===== config.mk =====
export PLATFORM = sky130hd
export DESIGN_NAME = lm32_tlb_ctrl
export DESIGN_NICKNAME = d
export VERILOG_FILES = /design/src/rtl/lm32_tlb_ctrl.sv
export SDC_FILE = /design/constraint.sdc
export NUM_CORES = 1
export LEC_CHECK = 0
export CAP_MARGIN = 20
export CORE_MARGIN = 1.5
export CORE_UTILIZATION = 37
export DETAILED_ROUTE_END_ITERATION = 8
export PLACE_DENSITY = 0.88
export SLEW_MARGIN = 20
export SYNTH_ARGS = -nofsm -noshare
export SYNTH_HDL_FRONTEND = slang
export SYNTH_SLANG_ARGS = --single-unit

===== constraint.sdc =====
create_clock -name clk_i -period 3 [get_ports clk_i]
set_input_delay 0.6 -clock clk_i [delete_from_list [all_inputs] [get_ports clk_i]]
set_output_delay 0.6 -clock clk_i [all_outputs]
set_load 0.005 [all_outputs]

===== src/rtl/lm32_tlb_ctrl.sv =====
// LM32 TLB maintenance controller: single-entry update/invalidate, full flush, miss latch.
// Optional CFG_TLB_FLUSH_ON_RESET_EN: reset starts a flush of both TLBs instead of idling.
module lm32_tlb_ctrl #(
  parameter int unsigned sets      = 1024,
  parameter int unsigned page_size = 4096,
  localparam int unsigned idx_w    = $clog2(sets),
  localparam int unsigned off_w    = $clog2(page_size),
  localparam int unsigned pfn_w    = 32 - off_w,
  localparam int unsigned tag_w    = pfn_w - idx_w
) (
  input  logic             clk_i,
  input  logic             rst_i,
  input  logic             cmd_valid,
  output logic             cmd_ready,
  input  logic [1:0]       cmd_op,
  input  logic [1:0]       cmd_sel,
  input  logic [31:0]      cmd_vaddr,
  input  logic [31:0]      cmd_paddr,
  output logic             itlb_we,
  output logic             dtlb_we,
  output logic [idx_w-1:0] tlb_set,
  output logic             tlb_valid,
  output logic [tag_w-1:0] tlb_tag,
  output logic [pfn_w-1:0] tlb_pfn,
  input  logic             itlb_miss,
  input  logic             dtlb_miss,
  input  logic [31:0]      itlb_miss_addr,
  input  logic [31:0]      dtlb_miss_addr,
  output logic             miss_pending,
  output logic             miss_src,
  output logic [31:0]      miss_addr,
  input  logic             miss_ack,
  output logic             stall_request
);

  typedef enum logic [1:0] {StIdle, StWrite, StFlush} state_e;

  localparam logic [1:0] OpNop    = 2'b00;
  localparam logic [1:0] OpUpdate = 2'b01;
  localparam logic [1:0] OpFlush  = 2'b11;

`ifdef CFG_TLB_FLUSH_ON_RESET_EN
  localparam state_e     StReset   = StFlush;
  localparam logic [1:0] FselReset = 2'b11;
`else
  localparam state_e     StReset   = StIdle;
  localparam logic [1:0] FselReset = 2'b00;
`endif

  state_e           state_q, state_d;
  logic             itlb_we_q, itlb_we_d, dtlb_we_q, dtlb_we_d;
  logic [idx_w-1:0] set_q, set_d;
  logic             valid_q, valid_d;
  logic [tag_w-1:0] tag_q, tag_d;
  logic [pfn_w-1:0] pfn_q, pfn_d;
  logic [1:0]       fsel_q, fsel_d;

  logic unused_offset_bits;
  assign unused_offset_bits = ^{cmd_vaddr[off_w-1:0], cmd_paddr[off_w-1:0]};

  always_comb begin
    state_d   = state_q;
    itlb_we_d = 1'b0;
    dtlb_we_d = 1'b0;
    set_d     = set_q;
    valid_d   = valid_q;
    tag_d     = tag_q;
    pfn_d     = pfn_q;
    fsel_d    = fsel_q;
    unique case (state_q)
      StIdle: begin
        if (cmd_valid && cmd_op != OpNop && cmd_sel != 2'b00) begin
          itlb_we_d = cmd_sel[0];
          dtlb_we_d = cmd_sel[1];
          if (cmd_op == OpFlush) begin
            state_d = StFlush;
            fsel_d  = cmd_sel;
            set_d   = idx_w'(sets - 1);
            valid_d = 1'b0;
            tag_d   = '0;
            pfn_d   = '0;
          end else begin
            state_d = StWrite;
            set_d   = cmd_vaddr[off_w +: idx_w];
            valid_d = (cmd_op == OpUpdate);
            tag_d   = (cmd_op == OpUpdate) ? cmd_vaddr[31 -: tag_w] : '0;
            pfn_d   = (cmd_op == OpUpdate) ? cmd_paddr[31 -: pfn_w] : '0;
          end
        end
      end
      StWrite: state_d = StIdle;
      StFlush: begin
        // set_q doubles as the flush counter; a post-reset flush starts with no write
        // pending and set_q == 0, so the decrement wraps it to sets-1.
        if ((itlb_we_q || dtlb_we_q) && set_q == '0) begin
          state_d = StIdle;
        end else begin
          itlb_we_d = fsel_q[0];
          dtlb_we_d = fsel_q[1];
          set_d     = set_q - idx_w'(1);
          valid_d   = 1'b0;
          tag_d     = '0;
          pfn_d     = '0;
        end
      end
      default: state_d = StIdle;
    endcase
  end

  always_ff @(posedge clk_i) begin
    if (rst_i) begin
      state_q   <= StReset;
      itlb_we_q <= 1'b0;
      dtlb_we_q <= 1'b0;
      set_q     <= '0;
      valid_q   <= 1'b0;
      tag_q     <= '0;
      pfn_q     <= '0;
      fsel_q    <= FselReset;
    end else begin
      state_q   <= state_d;
      itlb_we_q <= itlb_we_d;
      dtlb_we_q <= dtlb_we_d;
      set_q     <= set_d;
      valid_q   <= valid_d;
      tag_q     <= tag_d;
      pfn_q     <= pfn_d;
      fsel_q    <= fsel_d;
    end
  end

  logic        pend_q, src_q;
  logic [31:0] addr_q;

  // A slot is open when nothing is pending or the record is being acked this cycle.
  always_ff @(posedge clk_i) begin
    if (rst_i) begin
      pend_q <= 1'b0;
      src_q  <= 1'b0;
      addr_q <= '0;
    end else if (!pend_q || miss_ack) begin
      if (dtlb_miss) begin
        pend_q <= 1'b1;
        src_q  <= 1'b1;
        addr_q <= dtlb_miss_addr;
      end else if (itlb_miss) begin
        pend_q <= 1'b1;
        src_q  <= 1'b0;
        addr_q <= itlb_miss_addr;
      end else begin
        pend_q <= 1'b0;
      end
    end
  end

  assign cmd_ready     = (state_q == StIdle);
  assign stall_request = (state_q == StFlush);
  assign itlb_we       = itlb_we_q;
  assign dtlb_we       = dtlb_we_q;
  assign tlb_set       = set_q;
  assign tlb_valid     = valid_q;
  assign tlb_tag       = tag_q;
  assign tlb_pfn       = pfn_q;
  assign miss_pending  = pend_q;
  assign miss_src      = src_q;
  assign miss_addr     = addr_q;

endmodule


Yosys cells after proc, flatten, opt, wreduce, memory -nomap -nowiden

Index checks and enable logic that the tools add are counted.

Output and inout bits: 79
Bits in read-only memories: 0
Latch bits: 0
Bits in registers: 81
Bits of input ports: 138
Memories kept: 0
Bits in writable memories: 0

$add $sub $neg: 1
Magnitude comparators: 0
Equal/unequal tests: 6
Bitwise operators: 0
Reduce and logical (&&, ||, !) cells: 16
Div/mod/pow operators: 0
Muxes and demuxes: 34
Shift operators: 0
$mul: 0

Operators by type and width:

| kind                                                  | count |
|---|---|
| 2-to-1 mux 20 bit                                     | 4 |
| 2-to-1 mux 10 bit                                     | 7 |
| 2-to-1 mux 32 bit                                     | 2 |
| case mux 10 bit (2 select lines)                      | 2 |
| case mux 20 bit (2 select lines)                      | 1 |
| 2-to-1 mux 1 bit                                      | 11 |
| logical NOT 10 bit                                    | 1 |
| subtractor 10 x 1 -> 10 bit, second input constant    | 1 |
| nonzero test 2 bit                                    | 4 |
| 2-to-1 mux 2 bit                                      | 3 |
| case mux 1 bit (2 select lines)                       | 3 |
| AND reduction 3 bit                                   | 2 |
| equality test 2 bit, second input constant            | 2 |
| inequality test 2 x 1 -> 1 bit, second input constant | 2 |
| case mux 2 bit (2 select lines)                       | 1 |
| AND reduction 2 bit                                   | 2 |
| logical AND 1 bit                                     | 3 |
| equality test 2 x 1 -> 1 bit, second input constant   | 1 |
| logical NOT 2 bit                                     | 1 |
| logical OR 1 bit                                      | 2 |
| inequality test 2 bit, second input constant          | 1 |
| logical NOT 1 bit                                     | 1 |

Longest topological paths before layout

Gate-level depths: netlist (run 1).

Depth in word-level cells: 5
Gate-level depth with buffers: 8
Mapped depth without buffers: 6

Worst setup path before layout (run 1)

OpenSTA, ideal clock, no wires.

Kind: register to register
Start: register set_q[0], in the netlist tlb_set[0]
End: register set_q[5], in the netlist tlb_set[5]
Clock period less this slack: 2353 ps
Stages on the path, launching flop included: 8
Required time: 2881 ps
Slack: 647 ps
Library setup time: 119 ps
Path buffers: 1
Arrival time: 2234 ps
Cell sequence: dfxtp_1 inv_1 ha_1 or4b_2 or4_1 buf_2 o2111a_1 o221a_1

Cells in the longest elaborated chain, start to end: 4

RTL lines:

| element                                                                             | line | text |
|---|---|---|
| start: declaration                                                                  | 52   | `logic [idx_w-1:0] set_q, set_d;` |
| start signal: assignment                                                            | 124  | `set_q <= set_d;` |
| parallel branches: the longest is 4 deep, another holds subtractor 10 x 1 -> 10 bit | n/a  |  |

Several ways; the timed one is not identified. The select of a mux whose other input is x is not followed.
A chain may end at the register's enable or synchronous reset.

Worst setup path in the final report (run 1)

Start: register set_q[0], in the netlist tlb_set[0]
End: register pfn_q[8], in the netlist tlb_pfn[8]

Cells in the longest elaborated chain, start to end: 4

RTL lines:

| element                         | line | text |
|---|---|---|
| logical NOT 10 bit              | 95   | `if ((itlb_we_q \|\| dtlb_we_q) && set_q == '0) begin` |
| logical AND 1 bit               | 95   |  |
| inequality test 2 bit (no line) | n/a  |  |
| AND reduction 3 bit (no line)   | n/a  |  |
| end signal: assignment          | 127  | `pfn_q <= pfn_d;` |
| end: declaration                | 55   | `logic [pfn_w-1:0] pfn_q, pfn_d;` |

No other way between the ends.

==> qor.yml, run 1 <==
outcome:
  outcome: "finished, violations left"
  violations: "design-rule violations"
timing:
  fmax_ghz: 0.379
  rsz0062_at_grt: "no"
  setup_ws_ns: 0.361
  min_period_ns: 2.64
  fin_tns_setup_ns: 0
  setup_violations: 0
  slew_violations: 0
  worst_slew_pin_slew_ns: 0.537
  finalClockSkew_ns: 0.00982
  fin_crit_sh_pct: 88.0
  whs_ns: 0.465
  hold_viol: 0
  slew_headroom_pct: 64.2
routing:
  drt_iter0_drc: 81
  drt_pass1_iterations: 8
  routed_wl_mm: 10.1
  vias_per_cell: 5.33
  ant_nets: 0
  drcViolationCount: 15
  vias: 3396
  wl_per_cell_um: 15.8
floorplanning:
  dieArea_um2: 9800
  coreArea_um2: 8810
  io_pins: 217
  rows: 34
  die_y_um: 99.0
  die_w_um: 99.0
  initial_core_util_pct: 38.7
clocking:
  cts_buffers: 9
  clock_latency_ns: 0.34
  clock-sinks: 81
  h-tree-depth: 3
  cts_tree: "built"
  postCtsSetupRepairBufs: 0
  path_clk_slew_ns: 0.08
  cts_resized: 0
  root_buffer: "clkbuf_8"
  clk_path_buf_depth: 2
  postCtsHoldBufs: 0
setup_path:
  cp_max_fo: 32
  crit_end: "tlb_pfn[8]$_SDFFE_PP0P_"
  r2r_cells: 7
  end_kind: "flip-flop"
  reg2reg_to: "tlb_pfn[8]$_SDFFE_PP0P_"
  r2r_setup_slack_ns: 0.36
  startpoint: "tlb_set[0]$_SDFFE_PP0P_"
  worstPathArrival_ns: 2.91
  worstPathRequired_ns: 3.28
  r2r-start: "tlb_set[0]$_SDFFE_PP0P_"
  setup.worst_path.start_class: "flip-flop"
  path_class: "reg2reg"
yosys:
  synth_most_common_cell: "dfxtp_1"
  synth-edff-count: 0
  syn_area_per_cell_um2: 9.94
  synth_nets: 483
  seq_area_frac_synth_pct: 47.5
  synthArstFlopShare_pct: 0
  synth_area_leader_cell: "dfxtp_1"
  synthFlopType: "dfxtp_1"
  synthCells: 343
  synth_commonest_cells: "dfxtp_1, nor2_1, mux2i_1"
  synthesis.area_um2: 3410
  yosysUniqueCellTypes: 44
  synth-warning-count: 0
  synth_top_area_share_pct: 47.5
  synth_area_leaders: "dfxtp_1, mux2i_1, a22o_1"
  postSynthRegisterBits: 81
cells_and_area:
  fin_area_um2: 5570
  stdcell_count: 637
  nFillCells: 699
  antennaDiodeCount: 0
  regArea_um2: 1620
  nNetsFinal: 664
  synthToLayoutAreaGrowth_pct: 63.2
  layout-drive-gt1-share_pct: 6.05
  multi_input_area_um2: 1630
power:
  p_sw_w: 0.000651
  internal_power_w: 0.00178
  pwr-share-clk_pct: 28.1
  leakagePower_nw: 2.14
  power.density_nw_per_um2: 437
  seq_power_share_pct: 49.0
  sw_frac_of_total_pct: 26.8
  irDropWorstVdd_v: 0.000190
  pwr-share-comb_pct: 22.9
flow_run:
  drv_cap: 0
placed_design:
  hpwlAfterDp_mm: 7.57
  place_area_um2: 5400
  port_buffers: 192
  routabilityCongestion: 0.871
  dp_slack_ns: 0.316
  dp_cells: 621
global_routing:
  grt_max_degree: 65
  grt_pass1_vias: 3359
  grt_usage_pct: 20.3
  antenna_found_initial: 0
  grt_overflow_total: 0
  grt_first_pass_wirelength_mm: 15.9
hold_path:
  hold_class: "reg2reg"
-- power by group through the flow --
stage / registers, W / clock network [W] / logic (W)
finish: 0.00119 / 0.000683 / 0.000556
global route: 0.00120 / 0.000760 / 0.000603
CTS: 0.00119 / 0.000707 / 0.000561
detailed placement: 0.00122 / 0 / 0.000557
global placement: 0.00121 / 0 / 0.000545
floorplan: 0.00121 / 0 / 0.000226
-- per-stage QoR --
stage	power [W]	util (%)
6_report	0.00243	63.2
5_1_grt	0.00256	63.2
4_1_cts	0.00246	63.2
3_5_place_dp	0.00177	61.4
3_3_place_gp	0.00176	61.4
2_1_floorplan	0.00144	-
-- worst max-delay path: stages (launching register included) --
cell and delay [ns]:
dfxtp_1 0.37, inv_1 0.14, ha_1 0.15, or4b_2 0.61
or4_4 0.54, a31oi_4 0.20, buf_4 0.34, a22o_1 0.21
-- metal layers --
metal,track usage [%],wire (µm),vias to the layer above
met4,8.02,169,0
met3,6.10,1070,15
met5,0,0,-
li1,-,-,1669
met1,23.3,4000,1535
met2,35.3,4840,177
-- how the worst min path moves through the flow --
stage | slack [ns] | end | startpoint | cells past startpoint
2_1_floorplan | 0.45 | tlb_valid$_SDFFE_PP0P_ | tlb_valid$_SDFFE_PP0P_ | 1
3_3_place_gp | 0.44 | tlb_valid$_SDFFE_PP0P_ | tlb_valid$_SDFFE_PP0P_ | 1
3_5_place_dp | 0.45 | tlb_valid$_SDFFE_PP0P_ | tlb_valid$_SDFFE_PP0P_ | 1
4_1_cts | 0.47 | tlb_valid$_SDFFE_PP0P_ | tlb_valid$_SDFFE_PP0P_ | 1
5_1_grt | 0.48 | tlb_valid$_SDFFE_PP0P_ | tlb_valid$_SDFFE_PP0P_ | 1
6_report | 0.46 | tlb_valid$_SDFFE_PP0P_ | tlb_valid$_SDFFE_PP0P_ | 1
-- final cells by class --
class	instances	share of cell area (%)
Sequential cell	81	29.1
Inverter	7	0.472
Clock inverter	5	0.584
Clock buffer	11	2.36
Multi-Input combinational cell	224	29.3
Tap cell	108	2.43
Timing Repair Buffer	201	35.8
-- cells in the final DEF, fill, tap and decap left out, types with 6 or more instances in the layout --
master / n
nor3_1: 9
dfxtp_1: 81
clkbuf_8: 9
o21ai_0: 7
inv_1: 7
a211oi_1: 32
buf_4: 8
or4_1: 6
mux2i_1: 37
nor2_1: 40
a22o_1: 30
clkdlybuf4s50_1: 190
o311ai_0: 7
nand2_1: 9
-- sequential cells by signal, indices dropped and copies added (netlist names) --
register and cells:
fsel_q 2, tlb_valid 1, itlb_we 1, miss_pending 1
miss_addr 32, tlb_tag 10, state_q 2, tlb_pfn 20
dtlb_we 1, miss_src 1, tlb_set 10
-- kinds of logic after synthesis --
kind of cell / share of synthesized area [%]
compound gates: 24.2
buf+inv: 4.92
fa+ha+maj: 0.734
flops: 47.5
simple gates: 11.7
mux: 10.9
Power figures use the tool's default switching activity.
==> run 2: changes to the inputs <==
--- a/config.mk
+++ b/config.mk
@@ -10,7 +10,9 @@
 export CORE_UTILIZATION = 37
 export DETAILED_ROUTE_END_ITERATION = 8
 export PLACE_DENSITY = 0.88
+export SKIP_LAST_GASP = 1
 export SLEW_MARGIN = 20
 export SYNTH_ARGS = -nofsm -noshare
 export SYNTH_HDL_FRONTEND = slang
 export SYNTH_SLANG_ARGS = --single-unit
+export TNS_END_PERCENT = 10
==> results of run 2 <==
Same layout as run 1: the final DEF is identical, and so are final timing and power.
==> run 3: changes to the inputs <==
--- a/config.mk
+++ b/config.mk
@@ -6,7 +6,6 @@
 export NUM_CORES = 1
 export LEC_CHECK = 0
 export CAP_MARGIN = 20
-export CORE_MARGIN = 1.5
 export CORE_UTILIZATION = 37
 export DETAILED_ROUTE_END_ITERATION = 8
 export PLACE_DENSITY = 0.88
==> run 3 against run 2 <==
  * The flow still finishes with violations (design-rule violations)
  * Final area rose by 0.47%
  * Worst setup slack got worse by 0.016 ns
  * Non-clock buffer count did not move
  * Count of clock-buffer cells in the layout fell by 2
  * Clock power rose by 6.9%
  * First-iteration DRC count rose by 3.7%
  * Combinational power barely moved
  * Worst hold slack got worse by 0.0019 ns
  * Die area fell by 2.0%
  * Critical path depth did not move
  * Routed wire length fell by 0.42%
  * Critical endpoint is now tlb_tag[5]$_SDFFE_PP0P_
==> qor.yml, run 3 (synthesis gave the netlist of run 1 again) <==
outcome:
  violations: "design-rule violations"
  outcome: "finished, violations left"
setup_path:
  r2r_cells: 7
  setup.worst_path.start_class: "flip-flop"
  worstPathRequired_ns: 3.28
  slowest_stage: "or4b_2"
  crit_chain: "inv_1, ha_1, or4b_2, or4_4, a31oi_4, buf_4, a22o_1"
  worstPathArrival_ns: 2.94
  path_class: "reg2reg"
  cp_max_fo: 32
  end_kind: "flip-flop"
  cp_slowest_stage_delay_ns: 0.62
timing:
  slew_headroom_pct: 62.4
  finalClockSkew_ns: 0.0181
  min_period_ns: 2.65
  setup_violations: 0
  fin_crit_sh_pct: 88.5
  fin_tns_setup_ns: 0
  fmax_ghz: 0.377
  worst_slew_pin_slew_ns: 0.558
  rsz0062_at_grt: "no"
  hold_viol: 0
  slew_violations: 0
routing:
  vias_per_cell: 5.35
  wl_per_cell_um: 15.8
  vias: 3408
  drt_iter0_drc: 84
  ant_nets: 0
  routed_wl_mm: 10.0
  drt_pass1_iterations: 7
  drcViolationCount: 14
placed_design:
  hpwlAfterDp_mm: 7.49
  routabilityCongestion: 0.892
  port_buffers: 192
clocking:
  postCtsSetupRepairBufs: 0
  path_clk_slew_ns: 0.09
  clock-sinks: 81
  clock_latency_ns: 0.35
  cts_resized: 0
  cts_tree: "built"
  root_buffer: "clkbuf_8"
  h-tree-depth: 3
  clk_path_buf_depth: 2
  cts_buffers: 9
  postCtsHoldBufs: 0
power:
  leakagePower_nw: 2.15
  internal_power_w: 0.00179
  sw_frac_of_total_pct: 27.8
  pwr-share-comb_pct: 22.4
  irDropWorstVdd_v: 0.000263
  pwr-share-clk_pct: 29.5
  p_total_w: 0.00248
  power.density_nw_per_um2: 443
  p_sw_w: 0.000690
  seq_power_share_pct: 48.1
flow_run:
  drv_cap: 0
hold_path:
  whs_path_depth: 1
  hold_class: "reg2reg"
cells_and_area:
  regArea_um2: 1620
  multi_input_area_um2: 1630
  largest_reg_flops: 32
  antennaDiodeCount: 0
  nFillCells: 706
  final_util_pct: 63.5
  layout-drive-gt1-share_pct: 6.43
  final_common_cell: "clkdlybuf4s50_1"
  nNetsFinal: 664
  synthToLayoutAreaGrowth_pct: 64.0
  final_cell_mix: "clkdlybuf4s50_1, dfxtp_1, nor2_1"
global_routing:
  grt_first_pass_wirelength_mm: 16.1
  antenna_found_initial: 0
  grt_overflow_total: 0
  grt_max_degree: 47
  grt_usage_pct: 20.7
  grt_pass1_vias: 3335
floorplanning:
  io_pins: 217
  dieArea_um2: 9610
  initial_core_util_pct: 38.7
  die_y_um: 98.0
  rows: 34
  die_w_um: 98.0
  coreArea_um2: 8810
run 3: changes by cell type in the layout (fill, tap and decap cells not counted), sizes merged:
| cell | change |
|---|---|
| inv | +2 |
| clkbuf | -2 |
run 3: worst paths after layout:
check                                from                 endpoint  slack (ns)
setup / recovery  tlb_set[0]$_SDFFE_PP0P_  tlb_tag[5]$_SDFFE_PP0P_        0.35
hold / removal     tlb_valid$_SDFFE_PP0P_   tlb_valid$_SDFFE_PP0P_        0.46
setup reg to reg  tlb_set[0]$_SDFFE_PP0P_  tlb_tag[5]$_SDFFE_PP0P_        0.35
hold reg to reg    tlb_valid$_SDFFE_PP0P_   tlb_valid$_SDFFE_PP0P_        0.46
run 3: routing by layer:
layer	wire length, µm	track usage (%)
met3	940	7.09
met1	4150	24.4
met5	0	0
met2	4880	36.1
met4	67	5.24
run 3: final cells by class:
class	instances	area share, %
clock inverters	7	0.962
clock buffers	9	2.21
repair buffers	201	35.8
flip-flops and latches	81	29.0
multi-input cells	224	29.1
well taps	108	2.42
inverters	7	0.470
run 3: power by group through the flow:
stage	Sequential (W)	Clock (W)	Combinational (W)
after CTS	0.00119	0.000757	0.000559
after detailed placement	0.00122	0	0.000556
after floorplan	0.00121	0	0.000226
after global routing	0.00120	0.000804	0.000603
after global placement	0.00121	0	0.000544
final	0.00119	0.000730	0.000556
run 3: worst max-delay path: cells and delay by family, from the launching register on:
family          cells  cell delay (ns)
simple gates        2             1.16
buf+inv             2             0.49
compound gates      2             0.40
flops               1             0.38
fa+ha+maj           1             0.15
run 3: stage by stage:
| step | cell area, µm² | cells | hold WS, ns | worst slack (ns) |
|---|---|---|---|---|
| detailed placement | 5420 | 621 | 0.446 | 0.318 |
| CTS | 5590 | 637 | 0.462 | 0.363 |
| global placement | 5420 | 621 | 0.434 | 0.397 |
| finish | 5590 | 637 | 0.463 | 0.345 |
| floorplan | 3410 | 343 | 0.451 | 0.647 |
| global route | 5590 | 637 | 0.504 | 0.236 |
